[src/rtl/mem_access_sequencer_if.sv]
// Request/response and word-memory signals of mem_access_sequencer.
// The err signal exists only when MISALIGN_TRAP_EN is defined.
interface mem_access_sequencer_if #(
    parameter int unsigned ADDR_W = 32
);
    logic              req;
    logic              we;
    logic [2:0]        funct3;
    logic [ADDR_W-1:0] addr;
    logic [31:0]       wdata;
    logic              ready;
    logic              done;
    logic [31:0]       rdata;
`ifdef MISALIGN_TRAP_EN
    logic              err;
`endif
    logic [ADDR_W-1:0] mem_addr;
    logic              mem_we;
    logic [31:0]       mem_wdata;
    logic [31:0]       mem_rdata;

    modport slave (
        input  req, we, funct3, addr, wdata, mem_rdata,
`ifdef MISALIGN_TRAP_EN
        output err,
`endif
        output ready, done, rdata, mem_addr, mem_we, mem_wdata
    );

    modport master (
        output req, we, funct3, addr, wdata, mem_rdata,
`ifdef MISALIGN_TRAP_EN
        input  err,
`endif
        input  ready, done, rdata, mem_addr, mem_we, mem_wdata
    );
endinterface

[src/rtl/mem_access_sequencer.sv]
// RV32I load/store sequencer over a word-wide synchronous-read memory.
// Define MISALIGN_TRAP_EN to trap misaligned half/word accesses via err.
module mem_access_sequencer #(
    parameter int unsigned ADDR_W = 32
) (
    input  logic                 clk,
    input  logic                 reset,
    mem_access_sequencer_if.slave bus
);
    typedef enum logic [2:0] {
        IDLE,
        RD,
        LD,
        WR
`ifdef MISALIGN_TRAP_EN
        , ERR
`endif
    } state_e;

    state_e            state_q, state_d;
    logic              we_q, we_d;
    logic [2:0]        f3_q, f3_d;
    logic [ADDR_W-1:0] addr_q, addr_d;
    logic [31:0]       wdata_q, wdata_d;
    logic [31:0]       rdata_q, rdata_d;
    logic              in_word;
`ifdef MISALIGN_TRAP_EN
    logic              in_misal;
`endif

    // Stores decode only 000/001 as sub-word; loads also 100/101.
    function automatic logic is_byte(input logic w, input logic [2:0] f);
        return w ? (f == 3'b000) : (f[1:0] == 2'b00);
    endfunction

    function automatic logic is_half(input logic w, input logic [2:0] f);
        return w ? (f == 3'b001) : (f[1:0] == 2'b01);
    endfunction

    function automatic logic [31:0] load_extract(input logic [31:0] w, input logic [2:0] f,
                                                 input logic [1:0] a);
        logic [7:0]  b;
        logic [15:0] h;
        b = w[{a, 3'b000} +: 8];
        h = w[{a[1], 4'b0000} +: 16];
        if (f[1:0] == 2'b00) return {{24{b[7] & ~f[2]}}, b};
        if (f[1:0] == 2'b01) return {{16{h[15] & ~f[2]}}, h};
        return w;
    endfunction

    function automatic logic [31:0] store_merge(input logic [31:0] w, input logic [31:0] d,
                                                input logic [2:0] f, input logic [1:0] a);
        logic [31:0] r;
        r = w;
        if (f == 3'b000)      r[{a, 3'b000} +: 8]     = d[7:0];
        else if (f == 3'b001) r[{a[1], 4'b0000} +: 16] = d[15:0];
        else                  r = d;
        return r;
    endfunction

    always_ff @(posedge clk) begin
        if (reset) begin
            state_q <= IDLE;
            we_q    <= 1'b0;
            f3_q    <= '0;
            addr_q  <= '0;
            wdata_q <= '0;
            rdata_q <= '0;
        end else begin
            state_q <= state_d;
            we_q    <= we_d;
            f3_q    <= f3_d;
            addr_q  <= addr_d;
            wdata_q <= wdata_d;
            rdata_q <= rdata_d;
        end
    end

    always_comb begin
        state_d = state_q;
        we_d    = we_q;
        f3_d    = f3_q;
        addr_d  = addr_q;
        wdata_d = wdata_q;
        rdata_d = rdata_q;
        in_word = ~is_byte(bus.we, bus.funct3) & ~is_half(bus.we, bus.funct3);
`ifdef MISALIGN_TRAP_EN
        in_misal = is_half(bus.we, bus.funct3) ? bus.addr[0]
                                               : (in_word & (bus.addr[1:0] != 2'b00));
`endif
        unique case (state_q)
            IDLE: begin
                if (bus.req) begin
                    we_d    = bus.we;
                    f3_d    = bus.funct3;
                    addr_d  = bus.addr;
                    wdata_d = bus.wdata;
                    state_d = (bus.we && in_word) ? WR : RD;
`ifdef MISALIGN_TRAP_EN
                    if (in_misal) state_d = ERR;
`endif
                end
            end
            RD: state_d = we_q ? WR : LD;
            LD: begin
                rdata_d = load_extract(bus.mem_rdata, f3_q, addr_q[1:0]);
                state_d = IDLE;
            end
            WR: state_d = IDLE;
`ifdef MISALIGN_TRAP_EN
            ERR: state_d = IDLE;
`endif
            default: state_d = IDLE;
        endcase
    end

    // Outputs are gated by reset so an aborted access never strobes or completes.
    always_comb begin
        bus.ready     = (state_q == IDLE) && !reset;
        bus.done      = ((state_q == LD) || (state_q == WR)) && !reset;
        bus.mem_we    = (state_q == WR) && !reset;
        bus.mem_addr  = {addr_q[ADDR_W-1:2], 2'b00};
        bus.mem_wdata = '0;
        if ((state_q == WR) && !reset)
            bus.mem_wdata = store_merge(bus.mem_rdata, wdata_q, f3_q, addr_q[1:0]);
        bus.rdata = rdata_q;
        if ((state_q == LD) && !reset)
            bus.rdata = load_extract(bus.mem_rdata, f3_q, addr_q[1:0]);
`ifdef MISALIGN_TRAP_EN
        bus.err = (state_q == ERR) && !reset;
`endif
    end
endmodule

[src/flat_wrapper.sv]
// flat-port wrapper written by rule: the top's interface ports become plain ports
module mem_access_sequencer_flat 
#(
    parameter int unsigned ADDR_W = 32
)
  (clk, reset, bus_req, bus_we, bus_funct3, bus_addr, bus_wdata, bus_mem_rdata, bus_ready, bus_done, bus_rdata, bus_mem_addr, bus_mem_we, bus_mem_wdata);
  mem_access_sequencer_if #(.ADDR_W(ADDR_W)) bus_i ();
  input  logic clk;
  input  logic reset;
  input wire logic [$bits(bus_i.req)-1:0] bus_req;
  input wire logic [$bits(bus_i.we)-1:0] bus_we;
  input wire logic [$bits(bus_i.funct3)-1:0] bus_funct3;
  input wire logic [$bits(bus_i.addr)-1:0] bus_addr;
  input wire logic [$bits(bus_i.wdata)-1:0] bus_wdata;
  input wire logic [$bits(bus_i.mem_rdata)-1:0] bus_mem_rdata;
  output wire logic [$bits(bus_i.ready)-1:0] bus_ready;
  output wire logic [$bits(bus_i.done)-1:0] bus_done;
  output wire logic [$bits(bus_i.rdata)-1:0] bus_rdata;
  output wire logic [$bits(bus_i.mem_addr)-1:0] bus_mem_addr;
  output wire logic [$bits(bus_i.mem_we)-1:0] bus_mem_we;
  output wire logic [$bits(bus_i.mem_wdata)-1:0] bus_mem_wdata;
  assign bus_i.req = bus_req;
  assign bus_i.we = bus_we;
  assign bus_i.funct3 = bus_funct3;
  assign bus_i.addr = bus_addr;
  assign bus_i.wdata = bus_wdata;
  assign bus_i.mem_rdata = bus_mem_rdata;
  assign bus_ready = bus_i.ready;
  assign bus_done = bus_i.done;
  assign bus_rdata = bus_i.rdata;
  assign bus_mem_addr = bus_i.mem_addr;
  assign bus_mem_we = bus_i.mem_we;
  assign bus_mem_wdata = bus_i.mem_wdata;
  mem_access_sequencer #(.ADDR_W(ADDR_W)) u_core (.clk(clk), .reset(reset), .bus(bus_i));
endmodule
[config.mk]
export PLATFORM = sky130hd
export DESIGN_NAME = mem_access_sequencer_flat
export DESIGN_NICKNAME = d
export VERILOG_FILES = /design/src/rtl/mem_access_sequencer_if.sv /design/src/rtl/mem_access_sequencer.sv /design/src/flat_wrapper.sv
export SDC_FILE = /design/constraint.sdc
export NUM_CORES = 1
export LEC_CHECK = 0
export ABC_AREA = 1
export CORE_ASPECT_RATIO = 0.6
export CORE_MARGIN = 2
export CORE_UTILIZATION = 44
export CTS_CLUSTER_DIAMETER = 150
export DETAILED_ROUTE_END_ITERATION = 8
export PLACE_DENSITY = 0.78
export SETUP_SLACK_MARGIN = 0.2
export SYNTH_ARGS = -nofsm -noshare
export SYNTH_HDL_FRONTEND = slang
export SYNTH_SLANG_ARGS = --single-unit
[constraint.sdc]
create_clock -name clk -period 1.97 [get_ports clk]
set_input_delay 0.394 -clock clk [delete_from_list [all_inputs] [get_ports clk]]
set_output_delay 0.394 -clock clk [all_outputs]
set_load 0.02 [all_outputs]
======== Word level (Yosys, flattened, before mapping) ========
Cells that the tools add are included.
word-level totals
  ROM bits ................................ 0
  bits in latches ......................... 0
  bits of input ports ..................... 103
  word-level logic and storage cells ...... 67
  memories kept ........................... 0
  RAM bits ................................ 0
  register bits ........................... 103
operators by class
  div/mod/pow operators ................... 0
  equality and inequality tests ........... 8
  $mul .................................... 0
  reduce and logical (&&, ||, !) cells .... 13
  bitwise logic cells ..................... 6
  muxes and demuxes ....................... 26
  order comparisons ....................... 0
  add/sub/neg operators ................... 2
  shifts and indexed selects .............. 6
operators with widths
  kind                                                                      count
  32-bit 2-to-1 mux                                                         10
  32-bit bitwise mux                                                        2
  16-bit by 7-bit variable shift with 32-bit output (first input constant)  1
  8-bit by 7-bit variable shift with 32-bit output (first input constant)   1
  16-bit by 7-bit variable part select with 32-bit output                   1
  32-bit by 6-bit variable part select with 16-bit output                   1
  32-bit by 6-bit variable part select with 8-bit output                    1
  8-bit by 7-bit variable part select with 32-bit output                    1
  5-bit negator with 7-bit output                                           2
  1-bit 2-to-1 mux                                                          11
  3-bit by 1-bit equality test with 1-bit output (second input constant)    3
  3-bit zero test                                                           3
  3-bit by 2-bit equality test with 1-bit output (second input constant)    2
  3-bit case mux with 2 select lines                                        1
  1-bit logical AND                                                         5
  2-bit by 1-bit equality test with 1-bit output (second input constant)    2
  2-bit zero test                                                           2
  1-bit bitwise AND                                                         3
  3-bit 2-to-1 mux                                                          1
  1-bit NOT                                                                 3
  2-bit 2-to-1 mux                                                          1
  2-bit != test (second input constant)                                     1
  2-bit AND reduction                                                       1
  1-bit zero test                                                           1
  1-bit logical OR                                                          1

======== Depth between registers and ports, before layout ========
Gate-level depths: netlist of the first run.
  depth after elaboration ................. 8
  gate-level depth with buffers ........... 11
  depth with buffers taken out ............ 8

======== Worst setup path after synthesis of the first run ========
No wires, ideal clock.
  path type ............................... register to output
  start point ............................. reg u_core.addr_q[0]
  end point ............................... out bus_mem_wdata[29]
  data arrival time ....................... 1.970 ns
  setup slack ............................. -0.394 ns
  required time ........................... 1.576 ns
  cell stages (with the launch flop) ...... 11
  buffers on the path ..................... 3
  path through ............................ dfxtp_1 buf_2 inv_2 buf_2 ha_1 inv_1 clkbuf_1 nand3_1 nor2_1 o21ai_1 nor2_1
between the ends
  longest elaborated chain between the ends .. 5
  elaborated cells on any way between the ends .. 6
  those cells by class .................... add/sub (1); shift (2); mux (3)
RTL lines
  what                                                                                                                        RTL line                     text
  from (decl)                                                                                                                 mem_access_sequencer.sv:23   logic [ADDR_W-1:0] addr_q, addr_d;
  from (signal assigned)                                                                                                      mem_access_sequencer.sv:73   addr_q <= addr_d;
  5-bit negator with 7-bit output *                                                                                           mem_access_sequencer.sv:55   if (f == 3'b000) r[{a, 3'b000} +: 8] = d[7:0];
  8-bit by 7-bit variable part select with 32-bit output or 8-bit by 7-bit variable shift with 32-bit output (tied branches)  mem_access_sequencer.sv:55
  32-bit bitwise mux *                                                                                                        mem_access_sequencer.sv:55
  32-bit 2-to-1 mux *                                                                                                         mem_access_sequencer.sv:55
  32-bit 2-to-1 mux *                                                                                                         mem_access_sequencer.sv:124  if ((state_q == WR) && !reset)
  to (decl)                                                                                                                   flat_wrapper.sv:21           output wire logic [$bits(bus_i.mem_wdata)-1:0] bus_mem_wdata;
Mark *: on every way between the ends. The rest lies on a longest branch, timed or not.

======== Final worst setup path of the first run ========
  start point ............................. reg u_core.addr_q[1]
  end point ............................... out bus_mem_wdata[17]
between the ends
  longest elaborated chain between the ends .. 6
  elaborated cells on any way between the ends .. 11
  those cells by class .................... add/sub (2); shift (4); mux (5)
RTL lines
  what                                                                                                                          RTL line                     text
  5-bit negator with 7-bit output                                                                                               mem_access_sequencer.sv:56   else if (f == 3'b001) r[{a[1], 4'b0000} +: 16] = d[15:0];
  16-bit by 7-bit variable part select with 32-bit output or 16-bit by 7-bit variable shift with 32-bit output (tied branches)  mem_access_sequencer.sv:56
  32-bit bitwise mux                                                                                                            mem_access_sequencer.sv:56
  32-bit 2-to-1 mux                                                                                                             mem_access_sequencer.sv:56
  32-bit 2-to-1 mux *                                                                                                           mem_access_sequencer.sv:55
  32-bit 2-to-1 mux *                                                                                                           mem_access_sequencer.sv:124
Marks and branches as above.

==> results of run 1 <==
[worst max-delay path, cell delays in order (launching register included)]
cell,delay [ns]
dfxtp_4,0.38
buf_6,0.15
buf_4,0.22
nand2_1,0.10
o21ai_0,0.11
nand2_1,0.09
nand2_1,0.09
nor2_1,0.06
nor2_2,0.17
buf_6,0.14
[placed cells by master, fill, tap and decap left out, drive strengths merged]
cell type and instances:
nand3 98, nor2 183, dlygate4sd2 5, dfxtp 102
inv 83, nand2 379, o211ai 1, ha 5
dlymetal6s2s 2, buf 199, clkbuf 14, a21oi 46
nor3 2, clkdlybuf4s50 125, clkinv 5, conb 2
o21ai 151, bufinv 1
[kinds of logic (layout without fill, tap and decap cells)]
logic type	after synthesis	after routing	synth area share (%)
flip-flops	102	102	30.3
adder cells (fa/ha/maj)	5	5	0.928
buffers and inverters	183	434	13.8
other	1	2	0.0556
AND/OR/NAND/NOR	662	662	40.2
AO/OA/AOI/OAI	198	198	14.7
[routing by layer]
layer / wire (µm) / part of all wire [%]
met5: 0 / 0
met4: 549 / 2.0
met3: 3390 / 12
met2: 11200 / 40
met1: 12800 / 46
[power breakdown]
group / switching, µW / leakage [µW] / internal, µW
Sequential: 134 / 0.000843 / 2240
Combinational: 1560 / 0.00412 / 1230
Clock: 926 / 0.000160 / 1030
Total: 2620 / 0.00513 / 4500
[per-stage QoR]
step           hold slack [ns]  TNS (ns)
4_1_cts                  0.474    -11.27
3_5_place_dp             0.462    -45.70
6_report                 0.476    -13.12
2_1_floorplan            0.448         0
5_1_grt                  0.500    -17.07
3_3_place_gp             0.458    -45.73
[path summary, 6_finish.rpt]
kind,depth (start not counted),start,slack (ns),to
hold / removal,2,u_core.rdata_q[25],0.48,u_core.rdata_q[25]
setup reg to reg,9,u_core.state_q[1],0.30,u_core.wdata_q[17]
hold reg to reg,2,u_core.rdata_q[25],0.48,u_core.rdata_q[25]
setup / recovery,9,u_core.addr_q[1],-0.32,bus_mem_wdata[17]
[state kept, by name, indices dropped and copies added, names as in the netlist]
register	flops
u_core.rdata_q	32
u_core.wdata_q	32
u_core.we_q	1
u_core.addr_q	32
u_core.f3_q	3
u_core.state_q	2
[cell type report]
| class | instances | area share (%) |
|---|---|---|
| repair buffers | 336 | 32.0 |
| repair inverters | 1 | 0.103 |
| flip-flops and latches | 102 | 18.8 |
| well taps | 198 | 2.26 |
| clock buffers | 9 | 2.06 |
| clock inverters | 7 | 0.937 |
| multi-input cells | 867 | 40.6 |
| inverters | 81 | 3.21 |
[repair_timing]
item | 4_1_cts | 5_1_grt
setup endpoints to repair | 67 | 68
pin swaps | 56 | 29
resized for setup | 471 | 113
cloned | 7 | 4
setup buffers | 10 | 4
==> impl_metrics.toml, run 1 <==
[outcome]
outcome = "finished, violations left"
violations = "setup timing"

[timing]
post-route-min-period_ns = 2.29
fmaxAchievable_mhz = 437
slew_violations = 0
setup_viol = 64
rsz0062_at_grt = "true"
hold_viol_final = 0
final.period_utilization_pct = 116
fin_ws_ns = -0.316
skew_ns = 0.0109

[routing]
first_iter_violations = 1071
num_vias = 8674
dr.pass1.iters = 6
antenna_left = 0
avgRoutedWirePerCell_um = 17.5
totalWireLength_um = 28000
drc = 0
viasPerCell = 5.42

[cts]
clock_latency_ns = 0.36
htreeDepth = 3
numCtsBuffers = 9
clockRootBuffer = "clkbuf_16"
cts_sinks = 102
ctsHoldBuffers = 0
cts_tree = "done"
cts_buffer_depth = 2
cts.clk_slew.worst_paths_ns = 0.07

[floorplanning]
fp.dieH_um = 99.9
ios = 202
fp.dieW_um = 164
die_area_um2 = 16400
fp.coreArea_um2 = 14700
rows = 34
start_util_pct = 45.8

[power]
power_leakage_uw = 0.00513
ir_worst_vdd_mv = 0.443
power_density_nw_per_um2 = 650
p_total_uw = 7120

[layout]
area_growth_pct = 62.4
diodes = 0
regArea_um2 = 2060
utilization_pct = 74.4
design_area_um2 = 11000
final_cell_count_no_fill = 1601
fill_cells = 1227
nets = 1506
multi_input_comb_area_um2 = 4450
drive_gt1_share_pct = 28.6

[global_routing]
grtUsageTotal_pct = 32.2
first_global_vias = 7791
antenna_found_initial = 0
grtUsageMet1_pct = 49.5
gr-usage-met2_pct = 44.8
grt_max_degree = 91
grt.met3_usage_pct = 7.81
busiest_layer = "met1"
grt_pass1_wl_um = 41400
grt.overflow.total = 0

[worst_setup_path]
critPathRequiredTime_ns = 1.58
worstPathMaxFanout = 16
critPathLaunchType = "flop"
path_class = "flop to output pin"
end_kind = "output pin"
cp.arrival_ns = 1.89

[logic_synthesis]
netlist.area_leader.share_pct = 30.3
ys_seq_elements = 102
synth_edf_count = 0
synthTopCellsByCount = "376 x nand2_1, 178 x nor2_1, 135 x o21ai_0"
yosysSeqAreaShare_pct = 30.3
synth_area_um2 = 6740
yosys.cell_count.top_type = "nand2_1"
syn_avg_cell_area_um2 = 5.86
synth_area_leaders = "dfxtp_1 30%, nand2_1 21%, o21ai_0 10%, nor2_1 9.9%, nand3_1 7.0%"
netlist_instances = 1151
yosys_warnings = 0
synth_top_area_cell = "dfxtp_1"
ys_types = 27
ys.flop_type = "dfxtp_1"
synth-async-reset-ratio_pct = 0

[place]
gp_congestion = 0.987
placed_cell_area_um2 = 9630
dp.cells = 1560
post-place-ws_ns = -0.807
port_buffers = 199
hpwl_um = 19300

[flow_run]
max_cap_viol_count = 0

[hold_path]
hp-class = "flop to flop"
Power figures use the tool's default switching activity.
==> run 2: changes to the inputs <==
--- a/config.mk
+++ b/config.mk
@@ -13,6 +13,7 @@
 export DETAILED_ROUTE_END_ITERATION = 8
 export PLACE_DENSITY = 0.78
 export SETUP_SLACK_MARGIN = 0.2
+export SKIP_LAST_GASP = 1
 export SYNTH_ARGS = -nofsm -noshare
 export SYNTH_HDL_FRONTEND = slang
 export SYNTH_SLANG_ARGS = --single-unit
==> run 2 against run 1 <==
The flow still finishes with violations (setup timing). Clock-buffer cell count is the same. Wire length is essentially flat. Die area is the same. Cell area grew 0.24%. Via count grew 0.16%. Largest cell class unchanged. Non-clock buffer count grew 5. Register-to-register slack is essentially flat. Total power grew 0.48%. First-iteration DRC count grew 2.5%. Highest routed layer unchanged.
==> impl_metrics.toml, run 2 (synthesis results as in run 1) <==
[place]
placed_cell_area_um2 = 9630
port_buffers = 199
dp.cells = 1560
post-place-ws_ns = -0.807
gp_congestion = 0.987
hpwl_um = 19300

[hold_path]
hp-class = "flop to flop"
hold_depth = 2

[timing]
post-route-min-period_ns = 2.36
final.period_utilization_pct = 120
fmaxAchievable_mhz = 424
skew_ns = 0.00843
rsz0062_at_grt = "true"
hold_viol_final = 0
setup_viol = 64
slew_violations = 0
hold_slack_ns = 0.476
fin_ws_ns = -0.386

[layout]
final_cell_mix = "334 x nand2_1, 138 x nor2_1, 126 x clkdlybuf4s50_1"
nets = 1511
diodes = 0
design_area_um2 = 11000
drive_gt1_share_pct = 28.6
final_common_cell = "nand2_1"
final_cell_count_no_fill = 1606
area_growth_pct = 62.8
top_regs = "u_core.addr_q: 32 flops, u_core.rdata_q: 32 flops, u_core.wdata_q: 32 flops"

[routing]
drc = 0
num_vias = 8688
viasPerCell = 5.41
antenna_left = 0
first_iter_violations = 1098
avgRoutedWirePerCell_um = 17.4
totalWireLength_um = 28000
dr.pass1.iters = 6

[worst_setup_path]
cp_top_family = "buffers and inverters"
crit_chain = "buf_12 > ha_2 > buf_6 > o21ai_0 > o21ai_2 > nor2_2 > buf_4"
path_class = "flop to output pin"
path_buf_inv = 3
cp.arrival_ns = 1.96
worstPathMaxFanout = 10
critPathRequiredTime_ns = 1.58
ff2ff_path_depth = 9
cp_num_cells = 7
r2r_setup_slack_ns = 0.29
critPathLaunchType = "flop"
worst_path_largest_cell_delay_ns = 0.39
end_kind = "output pin"
cp_slowest_cell = "dfxtp_4"

[cts]
clockRootBuffer = "clkbuf_16"
htreeDepth = 3
cts_buffer_depth = 2
cts.clk_slew.worst_paths_ns = 0.08
cts_sinks = 102
clock_latency_ns = 0.36
cts_tree = "done"
numCtsBuffers = 9

[floorplanning]
fp.dieW_um = 164
fp.coreArea_um2 = 14700
start_util_pct = 45.8
rows = 34
ios = 202
die_area_um2 = 16400
fp.dieH_um = 99.9

[flow_run]
max_cap_viol_count = 0

[global_routing]
grt.overflow.total = 0
grt_pass1_wl_um = 41200
first_global_vias = 7739
grt_max_degree = 91
antenna_found_initial = 0
grtUsageTotal_pct = 32.0

[power]
power_leakage_uw = 0.00516
p_total_uw = 7160
ir_worst_vdd_mv = 0.432
power_density_nw_per_um2 = 652

[outcome]
outcome = "finished, violations left"
violations = "setup timing"
[run 2: worst min-delay path: stages, from the launching register on]
cell	delay (ns)
dfxtp_1	0.31
nand3_1	0.07
nand2_1	0.05
[run 2: path summary, 6_finish.rpt]
check,startpoint,end
max,u_core.addr_q[0],bus_mem_wdata[26]
min reg2reg,u_core.rdata_q[20],u_core.rdata_q[20]
max reg2reg,u_core.state_q[0],u_core.wdata_q[31]
min,u_core.rdata_q[20],u_core.rdata_q[20]
[run 2: per-stage QoR]
stage               utilization, %  TNS, ns
finish                        74.6   -13.00
CTS                           70.7   -11.47
global route                  74.6   -17.19
global placement              65.5   -45.73
detailed placement            65.5   -45.70
floorplan                        -        0
[run 2: routing by layer]
metal / GRT usage [%] / share of wire [%]
met1: 49.3 / 45
met2: 44.2 / 40
met3: 8.18 / 13
met4: 6.41 / 1.6
met5: 0 / 0
[run 2: where the power goes]
group,total [µW],internal (µW),switching [µW]
Combinational,2820,1260,1560
Sequential,2370,2230,132
Clock,1970,1030,936
Total,7160,4530,2620
[run 2: area by class of cell]
cell class | count | area, µm²
multi-input cells | 867 | 4380
fillers | 1227 | 3740
repair buffers | 341 | 3590
flip-flops and latches | 102 | 2060
inverters | 81 | 357
well taps | 198 | 248
clock buffers | 9 | 225
clock inverters | 7 | 103
repair inverters | 1 | 6.26
[run 2: repair_timing]
action / in CTS / in global routing
cloned: 7 / 7
resized for setup: 450 / 120
endpoints found under the setup margin: 67 / 68
pin swaps: 55 / 38
buffers inserted: 10 / 6
hold buffers: 0 / 0
==> run 3: changes to the inputs <==
--- a/config.mk
+++ b/config.mk
@@ -8,10 +8,10 @@
 export ABC_AREA = 1
 export CORE_ASPECT_RATIO = 0.6
 export CORE_MARGIN = 2
-export CORE_UTILIZATION = 44
+export CORE_UTILIZATION = 48
 export CTS_CLUSTER_DIAMETER = 150
 export DETAILED_ROUTE_END_ITERATION = 8
-export PLACE_DENSITY = 0.78
+export PLACE_DENSITY = 0.81
 export SETUP_SLACK_MARGIN = 0.2
 export SKIP_LAST_GASP = 1
 export SYNTH_ARGS = -nofsm -noshare
==> constraint.sdc (replaced) <==
create_clock -name clk -period 2.5 [get_ports clk]
set_input_delay 0.5 -clock clk [delete_from_list [all_inputs] [get_ports clk]]
set_output_delay 0.5 -clock clk [all_outputs]
set_load 0.02 [all_outputs]
==> run 3 against run 2 <==
The run now ends clean. Clock power down 27%. Worst hold slack about the same. Combinational power fell by 28%. Register-to-register slack improved by 0.61 ns.
==> impl_metrics.toml, run 3 (synthesis results as in run 1) <==
[cts]
cts_buffer_depth = 2
htreeDepth = 3
cts_tree = "done"
ctsHoldBuffers = 0
cts.clk_slew.worst_paths_ns = 0.08
numCtsBuffers = 9
clockRootBuffer = "clkbuf_16"
cts_sinks = 102
clock_latency_ns = 0.36

[timing]
skew_ns = 0.00878
fmaxAchievable_mhz = 407
rsz0062_at_grt = "true"
hold_viol_final = 0
slew_violations = 0
tns_ns = 0
setup_viol = 0
post-route-min-period_ns = 2.46
final.period_utilization_pct = 98.4

[routing]
num_vias = 8362
first_iter_violations = 1112
totalWireLength_um = 25300
drc = 0
avgRoutedWirePerCell_um = 16.3
viasPerCell = 5.38
dr.pass1.iters = 8
antenna_left = 0

[worst_setup_path]
critPathLaunchType = "flop"
cp_slowest_cell = "dfxtp_4"
path_buf_inv = 5
end_kind = "output pin"
worstPathMaxFanout = 8
cp_top_family = "buffers and inverters"
critPathRequiredTime_ns = 2.00
crit_chain = "inv_6 > buf_4 > buf_8 > ha_4 > buf_4 > o21ai_0 > o21ai_0 > nor2_2 > buf_4"
cp.arrival_ns = 1.96
worst_path_largest_cell_delay_ns = 0.38
crit_top_cell = "buf_4"
path_class = "flop to output pin"

[power]
p_total_uw = 5340
power_leakage_uw = 0.00480
power_density_nw_per_um2 = 532
ir_worst_vdd_mv = 0.404

[floorplanning]
ios = 202
fp.coreArea_um2 = 13700
start_util_pct = 49.3
rows = 33
fp.dieH_um = 95.8
die_area_um2 = 15000
fp.dieW_um = 157

[layout]
final_common_cell = "nand2_1"
diodes = 0
final_cell_count_no_fill = 1555
nets = 1466
area_growth_pct = 49.0
top_regs = "u_core.addr_q: 32 flops, u_core.rdata_q: 32 flops, u_core.wdata_q: 32 flops"
utilization_pct = 73.5
design_area_um2 = 10000
drive_gt1_share_pct = 22.2
final_cell_mix = "361 x nand2_1, 141 x nor2_1, 127 x clkdlybuf4s50_1"

[place]
hpwl_um = 17600
gp_congestion = 1.03
placed_cell_area_um2 = 9070
port_buffers = 199
dp.cells = 1510

[global_routing]
first_global_vias = 7378
grt_max_degree = 44
grt_pass1_wl_um = 38200
grt.overflow.total = 0
antenna_found_initial = 0
grtUsageTotal_pct = 32.3

[outcome]
outcome = "finished clean"

[flow_run]
max_cap_viol_count = 0

[hold_path]
hp-class = "flop to flop"
==> run 3: cell types whose count changed in the layout (fill, tap and decap cells not counted), moves of 7 or more <==
cell / delta
nand2_2: -28
o21ai_2: -7
a21oi_4: -7
inv_2: +9
clkbuf_16: -7
buf_4: -18
nand2_1: +27
o21ai_0: +9
nand3_2: -17
nand3_1: +18
buf_6: -13
==> run 3: final timing paths <==
check                startpoint                  to  slack [ns]  depth (start not counted)
max            u_core.addr_q[0]   bus_mem_wdata[16]        0.04                          9
min          u_core.rdata_q[28]  u_core.rdata_q[28]        0.48                          2
max reg2reg   u_core.state_q[0]   u_core.addr_q[20]        0.90                          6
min reg2reg  u_core.rdata_q[28]  u_core.rdata_q[28]        0.48                          2
==> run 3: layout make-up <==
cell class	count	area [µm²]
fill	1091	3620
clock buffer	9	225
timing repair buffer	297	3020
clock inverter	7	73.8
inverter	81	325
multi-input combinational	867	4110
tap	192	240
sequential	102	2050
==> run 3: metrics by stage <==
step,worst slack [ns],hold slack [ns]
5_1_grt,-0.0166,0.488
6_report,0.0403,0.476
4_1_cts,0.0952,0.477
3_5_place_dp,-0.424,0.465
3_3_place_gp,-0.408,0.458
2_1_floorplan,0.210,0.448
==> run 3: worst reg2reg max path, delay by kind of cell, from the launching register on <==
kind | cells | cell delay, ns
DFF | 1 | 0.35
and+or+nand+nor | 3 | 0.50
buffers and inverters | 3 | 0.68
==> run 3: what timing repair did <==
action,4_1_cts,5_1_grt
cloned,5,0
resized for setup,361,134
setup buffers,15,9
setup endpoints to repair,67,64
pin swaps,16,36
==> run 3: metal layers <==
layer / vias up / track usage [%] / routed length (µm) / part of all wire [%]
met1: 3745 / 46.9 / 11000 / 44
li1: 4016 / - / - / -
met5: - / 0 / 0 / 0
met2: 540 / 47.4 / 10300 / 40
met3: 61 / 9.86 / 3590 / 14
met4: 0 / 5.81 / 452 / 1.8
==> run 3: power breakdown <==
group	total [µW]	switching, µW	internal, µW
combinational	2040	1130	909
clock	1440	724	712
sequential	1870	112	1760
total	5340	1960	3380
